===== config.mk =====
export PLATFORM = sky130hd
export DESIGN_NAME = rv32i_ex_sequencer
export DESIGN_NICKNAME = d
export VERILOG_FILES = /design/src/rtl/rv32i_ex_seq_pkg.sv /design/src/rtl/rv32i_ex_vector_rom.sv /design/src/rtl/rv32i_ex_sequencer.sv
export SDC_FILE = /design/constraint.sdc
export NUM_CORES = 1
export LEC_CHECK = 0
export BUFFER_PORTS_ARGS = -buffer_cell sky130_fd_sc_hd__buf_2
export CAP_MARGIN = 20
export CORE_MARGIN = 2
export CORE_UTILIZATION = 47
export CTS_CLUSTER_DIAMETER = 30
export CTS_CLUSTER_SIZE = 40
export DETAILED_ROUTE_END_ITERATION = 8
export PLACE_DENSITY = 0.74
export SYNTH_ARGS = -nofsm -noshare
export SYNTH_HDL_FRONTEND = slang
export SYNTH_HIERARCHICAL = 1
export SYNTH_SLANG_ARGS = --single-unit

===== constraint.sdc =====
create_clock -name clk -period 3 [get_ports clk]
set_clock_uncertainty 0.1 [all_clocks]
set_input_delay 0 -clock clk [delete_from_list [all_inputs] [get_ports clk]]
set_output_delay 0 -clock clk [all_outputs]
set_load 0.02 [all_outputs]

===== src/rtl/rv32i_ex_seq_pkg.sv =====
// Shared types, opcode constants and instruction encoders for the EX-stage
// test-vector sequencer and its vector ROM.
package rv32i_ex_seq_pkg;

    typedef enum logic [2:0] {
        IDLE,
        ISSUE,
        WAIT,
        CHECK,
        PAUSE,
        NEXT,
        DONE
    } seq_state_t;

    typedef struct packed {
        logic [31:0] pc;
        logic [31:0] iw;
        logic [31:0] rs1;
        logic [31:0] rs2;
        logic [31:0] expected;
        logic        check_en;
    } ex_vector_t;

    localparam int EX_VECTOR_W = $bits(ex_vector_t);

    localparam logic [6:0] OP_R     = 7'b0110011;
    localparam logic [6:0] OP_I     = 7'b0010011;
    localparam logic [6:0] OP_LOAD  = 7'b0000011;
    localparam logic [6:0] OP_STORE = 7'b0100011;
    localparam logic [6:0] OP_LUI   = 7'b0110111;
    localparam logic [6:0] OP_AUIPC = 7'b0010111;
    localparam logic [6:0] OP_JAL   = 7'b1101111;
    localparam logic [6:0] OP_JALR  = 7'b1100111;

    // Encoders use fixed registers (rd=x3, rs1=x1, rs2=x2); EX only sees operand values.
    function automatic logic [31:0] enc_r(input logic [6:0] funct7, input logic [2:0] funct3);
        return {funct7, 5'd2, 5'd1, funct3, 5'd3, OP_R};
    endfunction

    function automatic logic [31:0] enc_i(input logic [11:0] imm, input logic [2:0] funct3,
                                          input logic [6:0] opcode);
        return {imm, 5'd1, funct3, 5'd3, opcode};
    endfunction

    function automatic logic [31:0] enc_s(input logic [11:0] imm, input logic [2:0] funct3);
        return {imm[11:5], 5'd2, 5'd1, funct3, imm[4:0], OP_STORE};
    endfunction

    function automatic logic [31:0] enc_u(input logic [19:0] imm, input logic [6:0] opcode);
        return {imm, 5'd3, opcode};
    endfunction

    function automatic ex_vector_t mk_vec(input logic [31:0] pc, input logic [31:0] iw,
                                          input logic [31:0] rs1, input logic [31:0] rs2,
                                          input logic [31:0] expected);
        ex_vector_t v;
        v.pc       = pc;
        v.iw       = iw;
        v.rs1      = rs1;
        v.rs2      = rs2;
        v.expected = expected;
        v.check_en = 1'b1;
        return v;
    endfunction

endpackage


===== src/rtl/rv32i_ex_vector_rom.sv =====
// Combinational vector ROM: hand-written R/I/S/U/J vectors followed by
// generated ADD vectors. Indices at or beyond NUM_VECTORS read as all-zero.
module rv32i_ex_vector_rom
    import rv32i_ex_seq_pkg::*;
#(
    parameter int NUM_VECTORS = 32,
    parameter int IDX_W       = 5
) (
    input  logic [IDX_W-1:0]       index,
    output logic [EX_VECTOR_W-1:0] vector
);

    logic [31:0] idx32;
    ex_vector_t  v;

    assign idx32 = 32'(index);

    always_comb begin
        v = '0;
        if (idx32 < 32'(NUM_VECTORS)) begin
            case (idx32)
                32'd0:  v = mk_vec(32'h0000_0000, 32'h0000_0033, 32'h0200_0000, 32'h3000_0000, 32'h3200_0000);
                32'd1:  v = mk_vec(32'h0000_0004, enc_r(7'h20, 3'b000), 32'h0000_0005, 32'h0000_0007, 32'hFFFF_FFFE);
                32'd2:  v = mk_vec(32'h0000_0008, enc_i(12'hFFF, 3'b000, OP_I), 32'h0000_0010, 32'h0, 32'h0000_000F);
                32'd3:  v = mk_vec(32'h0000_000C, enc_u(20'h12345, OP_LUI), 32'h0, 32'h0, 32'h1234_5000);
                32'd4:  v = mk_vec(32'h0000_0100, enc_u(20'h00001, OP_AUIPC), 32'h0, 32'h0, 32'h0000_1100);
                32'd5:  v = mk_vec(32'h0000_0200, {20'h00000, 5'd1, OP_JAL}, 32'h0, 32'h0, 32'h0000_0204);
                32'd6:  v = mk_vec(32'h0000_0018, enc_s(12'h008, 3'b010), 32'h0000_1000, 32'h1234_5678, 32'h0000_1008);
                32'd7:  v = mk_vec(32'h0000_001C, enc_r(7'h00, 3'b111), 32'hF0F0_F0F0, 32'hFF00_FF00, 32'hF000_F000);
                32'd8:  v = mk_vec(32'h0000_0020, enc_r(7'h00, 3'b100), 32'hAAAA_5555, 32'hFFFF_0000, 32'h5555_5555);
                32'd9:  v = mk_vec(32'h0000_0024, enc_r(7'h20, 3'b101), 32'h8000_0000, 32'h0000_0004, 32'hF800_0000);
                32'd10: v = mk_vec(32'h0000_0028, enc_r(7'h00, 3'b011), 32'h0000_0001, 32'hFFFF_FFFF, 32'h0000_0001);
                32'd11: v = mk_vec(32'h0000_002C, enc_i(12'hFFC, 3'b010, OP_LOAD), 32'h0000_2000, 32'h0, 32'h0000_1FFC);
                32'd12: v = mk_vec(32'h0000_0300, enc_i(12'h000, 3'b000, OP_JALR), 32'h0000_4000, 32'h0, 32'h0000_0304);
                32'd13: v = mk_vec(32'h0000_0034, enc_i(12'h0F0, 3'b110, OP_I), 32'h0000_0F00, 32'h0, 32'h0000_0FF0);
                32'd14: v = mk_vec(32'h0000_0038, enc_r(7'h00, 3'b010), 32'hFFFF_FFFF, 32'h0000_0001, 32'h0000_0001);
                32'd15: v = mk_vec(32'h0000_003C, enc_r(7'h00, 3'b001), 32'h0000_0001, 32'h0000_001F, 32'h8000_0000);
                default: v = mk_vec(idx32 << 2, enc_r(7'h00, 3'b000), idx32 << 8, idx32, (idx32 << 8) + idx32);
            endcase
            // Observation-only slot: the bogus expected value must never be scored.
            if (idx32 == 32'd20) begin
                v.expected = 32'hDEAD_BEEF;
                v.check_en = 1'b0;
            end
        end
    end

    assign vector = v;

endmodule


===== src/rtl/rv32i_ex_sequencer.sv =====
// Steps through the vector ROM, drives each vector into the EX stage, scores
// ex_result EX_LATENCY cycles later and keeps pass/fail status for the board.
module rv32i_ex_sequencer
    import rv32i_ex_seq_pkg::*;
#(
    parameter int NUM_VECTORS = 32,
    parameter int EX_LATENCY  = 2,
    parameter int IDX_W       = (NUM_VECTORS > 1) ? $clog2(NUM_VECTORS) : 1,
    parameter int CNT_W       = $clog2(NUM_VECTORS + 1)
) (
    input  logic             clk,
    input  logic             reset,
    input  logic             start,
    input  logic             step_mode,
    input  logic             step,
    input  logic [31:0]      ex_result,
    output logic [31:0]      pc_out,
    output logic [31:0]      iw_out,
    output logic [31:0]      rs1_data_out,
    output logic [31:0]      rs2_data_out,
    output logic             valid_out,
    output logic [IDX_W-1:0] vec_index,
    output logic [CNT_W-1:0] pass_count,
    output logic [CNT_W-1:0] fail_count,
    output logic [IDX_W-1:0] first_fail_idx,
    output logic             fail_flag,
    output logic             busy,
    output logic             done
);

    localparam int              WAIT_W   = $clog2(EX_LATENCY + 1);
    localparam logic [IDX_W-1:0] LAST_IDX = IDX_W'(NUM_VECTORS - 1);

    seq_state_t             state;
    logic [WAIT_W-1:0]      wait_cnt;
    logic [IDX_W-1:0]       rom_index;
    logic [EX_VECTOR_W-1:0] rom_bits;
    ex_vector_t             rom_vec;
    logic [31:0]            exp_value;
    logic                   exp_check_en;
    logic                   start_run;
    logic                   advance;

    assign start_run = start && ((state == IDLE) || (state == DONE));
    assign advance   = (state == NEXT) && (vec_index != LAST_IDX);
    // The ROM is addressed with the index of the vector about to be issued.
    assign rom_index = advance ? vec_index + 1'b1 : '0;

    rv32i_ex_vector_rom #(
        .NUM_VECTORS(NUM_VECTORS),
        .IDX_W      (IDX_W)
    ) u_rom (
        .index (rom_index),
        .vector(rom_bits)
    );

    assign rom_vec = rom_bits;

    always_ff @(posedge clk) begin
        if (!reset) begin
            pc_out       <= '0;
            iw_out       <= '0;
            rs1_data_out <= '0;
            rs2_data_out <= '0;
            exp_value    <= '0;
            exp_check_en <= 1'b0;
        end else if (start_run || advance) begin
            pc_out       <= rom_vec.pc;
            iw_out       <= rom_vec.iw;
            rs1_data_out <= rom_vec.rs1;
            rs2_data_out <= rom_vec.rs2;
            exp_value    <= rom_vec.expected;
            exp_check_en <= rom_vec.check_en;
        end
    end

    always_ff @(posedge clk) begin
        if (!reset) begin
            state          <= IDLE;
            wait_cnt       <= '0;
            valid_out      <= 1'b0;
            vec_index      <= '0;
            pass_count     <= '0;
            fail_count     <= '0;
            first_fail_idx <= '0;
            fail_flag      <= 1'b0;
            busy           <= 1'b0;
            done           <= 1'b0;
        end else begin
            valid_out <= 1'b0;
            case (state)
                IDLE, DONE: begin
                    if (start) begin
                        state          <= ISSUE;
                        valid_out      <= 1'b1;
                        busy           <= 1'b1;
                        done           <= 1'b0;
                        vec_index      <= '0;
                        pass_count     <= '0;
                        fail_count     <= '0;
                        first_fail_idx <= '0;
                        fail_flag      <= 1'b0;
                    end
                end
                ISSUE: begin
                    if (EX_LATENCY > 1) begin
                        state    <= WAIT;
                        wait_cnt <= WAIT_W'(1);
                    end else begin
                        state <= CHECK;
                    end
                end
                WAIT: begin
                    if (wait_cnt == WAIT_W'(EX_LATENCY - 1)) begin
                        state <= CHECK;
                    end else begin
                        wait_cnt <= wait_cnt + 1'b1;
                    end
                end
                CHECK: begin
                    if (exp_check_en) begin
                        if (ex_result == exp_value) begin
                            pass_count <= pass_count + 1'b1;
                        end else begin
                            fail_count <= fail_count + 1'b1;
                            if (!fail_flag) begin
                                fail_flag      <= 1'b1;
                                first_fail_idx <= vec_index;
                            end
                        end
                    end
                    state <= step_mode ? PAUSE : NEXT;
                end
                PAUSE: begin
                    if (step) begin
                        state <= NEXT;
                    end
                end
                NEXT: begin
                    if (vec_index == LAST_IDX) begin
                        state <= DONE;
                        busy  <= 1'b0;
                        done  <= 1'b1;
                    end else begin
                        state     <= ISSUE;
                        valid_out <= 1'b1;
                        vec_index <= vec_index + 1'b1;
                    end
                end
                default: state <= IDLE;
            endcase
        end
    end

endmodule


==> flow_metrics.py, run 1 <==
metrics = {
    "min_path": {
        "worstHoldEndpoint": "state[0]",
        "worstHoldPathCells": 4,
        "hp-start": "step",
        "min_path_type": "in -> reg",
    },
    "floorplan": {
        "core_region_area_um2": 19530,
        "placementRows": 51,
        "fp.dieH_um": 145.1,
        "start_util_pct": 47.90,
        "die_area_um2": 21050,
        "fp.dieW_um": 145.1,
        "pin_count": 191,
    },
    "place": {
        "portBuffers": 190,
        "routabilityCongestion": 0.9440,
        "pre_cts_slack_ns": 0.1012,
        "hpwl_um": 17300,
    },
    "worst_setup_path": {
        "critPathLaunchType": "flip-flop",
        "cp_data_arrival_time_ns": 3.09,
        "r2r_cells": 11,
        "crit_buf_inv": 1,
        "worst-setup-path-type": "reg -> reg",
        "worstReg2RegEnd": "exp_value[22]",
        "end_kind": "flip-flop",
        "cp_slowest_cell": "or2_2",
        "max_stage_delay_ns": 0.40,
        "rrSetupSlack_ns": 0.15,
        "r2r-start": "vec_index[1]",
        "crit_fanout": 19,
        "required_ns": 3.24,
        "cp_top_family": "simple AND/OR/NAND/NOR gates",
        "crit_chain": "ha_1 > and3_1 > ha_1 > or2_2 > nor2_4 > buf_12 > xor2_4 > nand2b_2 > nor2_1 > nand2_1 > a21oi_1",
        "crit_top_cell": "ha_1",
    },
    "sta": {
        "rsz0062_at_grt": "true",
        "fin_crit_sh_pct": 94.87,
        "worst_pin_slew_ns": 0.7983,
        "setup_tns_ns": 0,
        "hold_violations": 0,
        "setup_ws_ns": 0.1538,
        "max-slew-margin-rel_pct": 46.78,
        "max_clock_freq_ghz": 0.3513,
        "fin_crit_ns": 2.846,
        "finalSetupViolations": 0,
        "final_max_slew_viol_count": 0,
    },
    "logic_synthesis": {
        "synth_fa_ha_area_share_pct": 0.6688,
        "synth_edf_count": 0,
        "ys.flop_type": "dfxtp_1",
        "synth-simple-area-share_pct": 25.04,
        "synth_top_family_by_area": "simple AND/OR/NAND/NOR gates",
        "ys_types": 69,
        "synth_xor_area_share_pct": 4.106,
        "yosys-mux-area-fraction_pct": 0.4414,
        "synth.most_common_cell": "nand2_1",
        "synth_compound_area_share_pct": 17.12,
        "synth_area_um2": 9354,
        "syn_inst": 1248,
        "ys_seq_area_share_pct": 41.09,
        "avgSynthCellArea_um2": 7.495,
        "synthTopCellsByCount": "nand2_1 (373), a21oi_1 (202), dfxtp_1 (192), buf_4 (83), clkbuf_1 (42)",
        "synthTopCellsByArea": "dfxtp_1 (41%), nand2_1 (15%), a21oi_1 (11%), buf_4 (6.7%), xnor2_1 (3.3%)",
        "async_reset_ff_share_pct": 0,
        "synth_top_cell_area_share_pct": 41.09,
        "synth_largest_area_cell": "dfxtp_1",
        "ys_warn_count": 6,
        "synth_seq_cells": 192,
    },
    "clock_network": {
        "cts_max_level": 4,
        "cts-root-buf": "clkbuf_16",
        "cts.sinks": 192,
        "cts_tree": "yes",
        "ctsLongestPathBuffers": 2,
        "clkTransAtPathRegs_ns": 0.07,
        "cts_buffers": 17,
        "clk_latency_ns": 0.43,
    },
    "grt": {
        "grt_max_degree": 159,
        "grtUsageTotal_pct": 23.18,
        "antenna_found_initial": 0,
        "grt_pass1_vias": 7639,
        "grt_overflow": 0,
        "grt_pass1_wl_um": 39880,
    },
    "route": {
        "vias_per_cell": 5.187,
        "route.detailed.drc": 0,
        "ant_nets": 0,
        "drt_wl_total_um": 25340,
        "vias": 8486,
        "first_pass_iters": 5,
        "drtIter0Drc": 667,
        "wl_per_cell_um": 15.49,
    },
    "power": {
        "p_leak_nw": 4.527,
        "power_frac_seq_pct": 40.1,
        "p_int_mw": 4.691,
        "p_clk_share_pct": 34.8,
        "p_per_area_nw_per_um2": 645.8,
        "netSwitchingFraction_pct": 33.62,
        "p_sw_mw": 2.376,
        "vdd_drop_max_mv": 0.4062,
        "p_comb_share_pct": 25.1,
    },
    "job": {
        "maxCapViolations": 0,
    },
    "finish": {
        "fillers": 1901,
        "fin_util_pct": 56.05,
        "diodes": 0,
        "drive_gt1_share_pct": 21.81,
        "synthToLayoutAreaGrowth_pct": 17.00,
        "num-nets-final": 1400,
    },
    "outcome": {
        "status": "complete, no violations",
    },
}
## worst max path at each step
stage / slack (ns) / cells past startpoint / start / endpoint
after floorplan: -0.02 / 14 / vec_index[0] / rs2_data_out[12]
after global placement: 0.10 / 13 / vec_index[1] / rs1_data_out[9]
after detailed placement: 0.10 / 13 / vec_index[1] / exp_value[1]
after CTS: 0.08 / 13 / vec_index[1] / rs1_data_out[9]
after global routing: -0.02 / 11 / vec_index[1] / rs2_data_out[20]
final: 0.15 / 11 / vec_index[1] / exp_value[22]
## cells in the final DEF (no fill, tap or decap), types with 8 or more instances in the layout
master       n
a21oi_1    196
and2_1       8
buf_12      10
buf_2      190
buf_4       25
clkbuf_16   18
conb_1      32
dfxtp_1    192
inv_1        8
nand2_1    373
nand2b_1    10
nand3_1     25
nand4_1     10
nor2_1      29
nor2b_1     14
o211ai_1     9
o21ai_0     21
xnor2_1     34
## flip-flops by register name, indices dropped and copies added (netlist names), 5 cells and up
register and count:
exp_value 32, fail_count 6, first_fail_idx 5, iw_out 32, pass_count 6, pc_out 32
rs1_data_out 32, rs2_data_out 32, vec_index 5
## power by group through the flow
stage	clock, mW	combinational, mW	sequential (mW)
finish	2.46	1.78	2.83
global route	2.62	1.95	2.86
CTS	2.52	1.77	2.83
detailed placement	0	1.76	2.89
global placement	0	1.75	2.88
floorplan	0	1.18	3.02
## cells by family after synthesis
kind of cell    after synthesis
fa+ha+maj                     5
other cells                   2
xor+xnor                     43
mux                           4
simple gates                535
compound gates              286
buf+inv                     181
flops                       192
## layout make-up
cell class,instances,area (um^2),area share (%)
sequential,192,3844,35.12
clock inverter,14,201.4,1.841
inverter,11,46.29,0.4230
multi-input combinational,905,4667,42.64
clock buffer,18,439.2,4.013
timing repair buffer,231,1415,12.93
tap,265,331.6,3.030
## metrics by stage
step | hold WS (ns) | cell area, um^2 | power [mW] | cells
3_3_place_gp | 0.2623 | 10130 | 4.632 | 1597
3_5_place_dp | 0.2935 | 10130 | 4.648 | 1597
4_1_cts | 0.05003 | 10820 | 7.121 | 1633
5_1_grt | 0.04004 | 10940 | 7.432 | 1636
6_report | 0.04745 | 10940 | 7.067 | 1636
2_1_floorplan | 0.04865 | 9480 | 4.198 | 1278
## routing by layer
layer / track usage, % / wire length [um] / vias to the layer above
met5: 0 / 0 / -
met4: 8.578 / 592 / 0
met3: 5.063 / 1755 / 29
met2: 36.98 / 11920 / 286
met1: 30.92 / 11080 / 3928
li1: - / - / 4243
## worst register-to-register path, stage by stage, from the launching register on
cell and delay [ns]:
dfxtp_1 0.36, ha_1 0.21, and3_1 0.18, ha_1 0.18, or2_2 0.40, nor2_4 0.19, buf_12 0.20, xor2_4 0.24
nand2b_2 0.15, nor2_1 0.28, nand2_1 0.13, a21oi_1 0.16
## what timing repair did
item / in CTS / in global routing
buffers inserted: 0 / 2
hold buffers: 4 / 0
resized for setup: 0 / 19
setup endpoints to repair: 0 / 40
endpoints found under the hold margin: 28 / 0
Note: power is estimated with default switching activity, not from simulation.
==> run 2, diff against run 1 <==
Settings changed: BUFFER_PORTS_ARGS -buffer_cell sky130_fd_sc_hd__buf_2 to -buffer_cell sky130_fd_sc_hd__buf_4.
==> run 2 against run 1 <==
Effect of this change:
- first-iteration DRC count increased by 9.4%
- sequential share of layout area decreased by 1.2 points
- via count increased by 0.49%
- critical path depth unchanged
- highest routed layer unchanged
- total power decreased by 0.90%
- final area increased by 3.7%
- worst hold slack improved by 0.12 ns
- die area unchanged
- core utilization increased by 2.1 points
- wire length increased by 2.8%
- global-route usage increased by 1.2 points
- critical path type unchanged
- clock-buffer cell count increased by 7
==> flow_metrics.py, run 2 (synthesis gave the netlist of run 1 again) <==
metrics = {
    "finish": {
        "multiInputGateArea_um2": 4647,
        "drive_gt1_share_pct": 21.49,
        "fillers": 1843,
        "fin_util_pct": 58.10,
        "layout_common_cells": "nand2_1 (373), buf_4 (219), a21oi_1 (196), dfxtp_1 (192), xnor2_1 (35)",
        "final_common_cell": "nand2_1",
        "regArea_um2": 3844,
        "synthToLayoutAreaGrowth_pct": 21.28,
        "design_area_um2": 11340,
        "num-nets-final": 1402,
        "diodes": 0,
    },
    "sta": {
        "setup_tns_ns": 0,
        "max_clock_freq_ghz": 0.3494,
        "setup_ws_ns": 0.1383,
        "final_max_slew_viol_count": 0,
        "fin_crit_ns": 2.862,
        "hold_violations": 0,
        "rsz0062_at_grt": "false",
        "finalSetupViolations": 0,
        "worst_pin_slew_ns": 0.8558,
        "fin_crit_sh_pct": 95.39,
        "max-slew-margin-rel_pct": 42.95,
    },
    "min_path": {
        "min_path_type": "in -> reg",
    },
    "route": {
        "drt_wl_total_um": 26060,
        "vias": 8528,
        "vias_per_cell": 5.206,
        "wl_per_cell_um": 15.91,
        "ant_nets": 0,
        "route.detailed.drc": 0,
        "first_pass_iters": 5,
        "drtIter0Drc": 730,
    },
    "place": {
        "routabilityCongestion": 0.9383,
        "hpwl_um": 17420,
        "portBuffers": 190,
        "pre_cts_slack_ns": 0.02436,
        "placed_cell_area_um2": 10590,
    },
    "grt": {
        "grt_pass1_wl_um": 42080,
        "grt_overflow": 0,
        "grt_pass1_vias": 8052,
        "grt_max_degree": 114,
        "grtUsageTotal_pct": 24.37,
        "antenna_found_initial": 0,
    },
    "worst_setup_path": {
        "crit_fanout": 23,
        "crit_chain": "ha_1 > and3_1 > ha_1 > nor2_1 > and2_2 > buf_12 > nor2b_1 > a21oi_1 > o31ai_1 > nand2_1 > a21oi_1",
        "max_stage_delay_ns": 0.37,
        "end_kind": "flip-flop",
        "required_ns": 3.26,
        "cp_slowest_cell": "o31ai_1",
        "worst-setup-path-type": "reg -> reg",
        "cp_data_arrival_time_ns": 3.12,
        "critPathLaunchType": "flip-flop",
    },
    "job": {
        "maxCapViolations": 0,
    },
    "clock_network": {
        "cts_tree": "yes",
        "clk_latency_ns": 0.44,
        "cts_buffers": 17,
        "cts_max_level": 4,
        "cts-root-buf": "clkbuf_16",
        "ctsLongestPathBuffers": 2,
        "cts.sinks": 192,
        "clkTransAtPathRegs_ns": 0.07,
    },
    "floorplan": {
        "die_area_um2": 21050,
        "fp.dieH_um": 145.1,
        "core_region_area_um2": 19530,
        "start_util_pct": 47.90,
        "pin_count": 191,
        "placementRows": 51,
        "fp.dieW_um": 145.1,
    },
    "power": {
        "vdd_drop_max_mv": 0.4179,
        "p_per_area_nw_per_um2": 617.4,
        "power_mw": 7.004,
        "p_leak_nw": 4.524,
    },
    "outcome": {
        "status": "complete, no violations",
    },
}
## run 2: changes by cell type in the layout (fill, tap and decap cells not counted), sizes merged
cell / previous run / this run
clkbuf: 19 / 26
inv: 16 / 12
bufinv: 4 / 1
clkinv: 4 / 2
clkinvlp: 1 / 3
buf: 226 / 227
dlygate4sd3: 4 / 5
## run 2: critical path: cells and delay by family (launching register included)
family / cells / cell delay (ns)
AO/OA/AOI/OAI: 3 / 0.61
adder cells (fa/ha/maj): 2 / 0.44
buffers and inverters: 1 / 0.18
flip-flops: 1 / 0.35
AND/OR/NAND/NOR: 5 / 1.10
## run 2: cell type report
cell class                 instances  share of cell area, %
clock buffer                      25                  4.632
timing repair buffer             233                  16.57
clock inverter                     7                 0.6287
inverter                          11                 0.4081
multi-input combinational        905                  40.96
tap                              265                  2.923
sequential                       192                  33.88
## run 2: power breakdown
group / leakage, nW / internal (mW) / switching (mW) / total (mW)
sequential: 1.55 / 2.73 / 0.114 / 2.84
clock: 0.288 / 1.30 / 1.00 / 2.31
combinational: 2.68 / 0.601 / 1.26 / 1.86
total: 4.52 / 4.63 / 2.37 / 7.00
## run 2: path summary, 6_finish.rpt
| path | from | endpoint | slack [ns] | cells after the start |
|---|---|---|---|---|
| worst min-delay path | ex_result[23] | pass_count[1] | 0.17 | 7 |
| worst max-delay path | vec_index[1] | exp_value[0] | 0.14 | 11 |
| worst max register to register | vec_index[1] | exp_value[0] | 0.14 | 11 |
| worst min register to register | iw_out[15] | iw_out[15] | 0.35 | 2 |
## run 2: routing by layer
| layer | GRT usage (%) | part of all wire (%) | vias up | wire (um) |
|---|---|---|---|---|
| li1 | - | - | 4235 | - |
| met1 | 32.72 | 45 | 3979 | 11670 |
| met2 | 38.69 | 46 | 280 | 12120 |
| met3 | 6.132 | 6.9 | 34 | 1786 |
| met4 | 7.598 | 1.9 | 0 | 491 |
| met5 | 0 | 0 | - | 0 |
## run 2: through the flow
stage / hold slack, ns / instances
2_1_floorplan: 0.04865 / 1278
3_3_place_gp: 0.2437 / 1597
3_5_place_dp: 0.2415 / 1597
4_1_cts: 0.1551 / 1634
5_1_grt: 0.1991 / 1638
6_report: 0.1692 / 1638
## run 2: timing repair
action	4_1_cts	5_1_grt
hold endpoints to repair	17	0
setup buffers	0	3
setup endpoints to repair	0	69
hold buffers	5	0
resized for setup	0	15
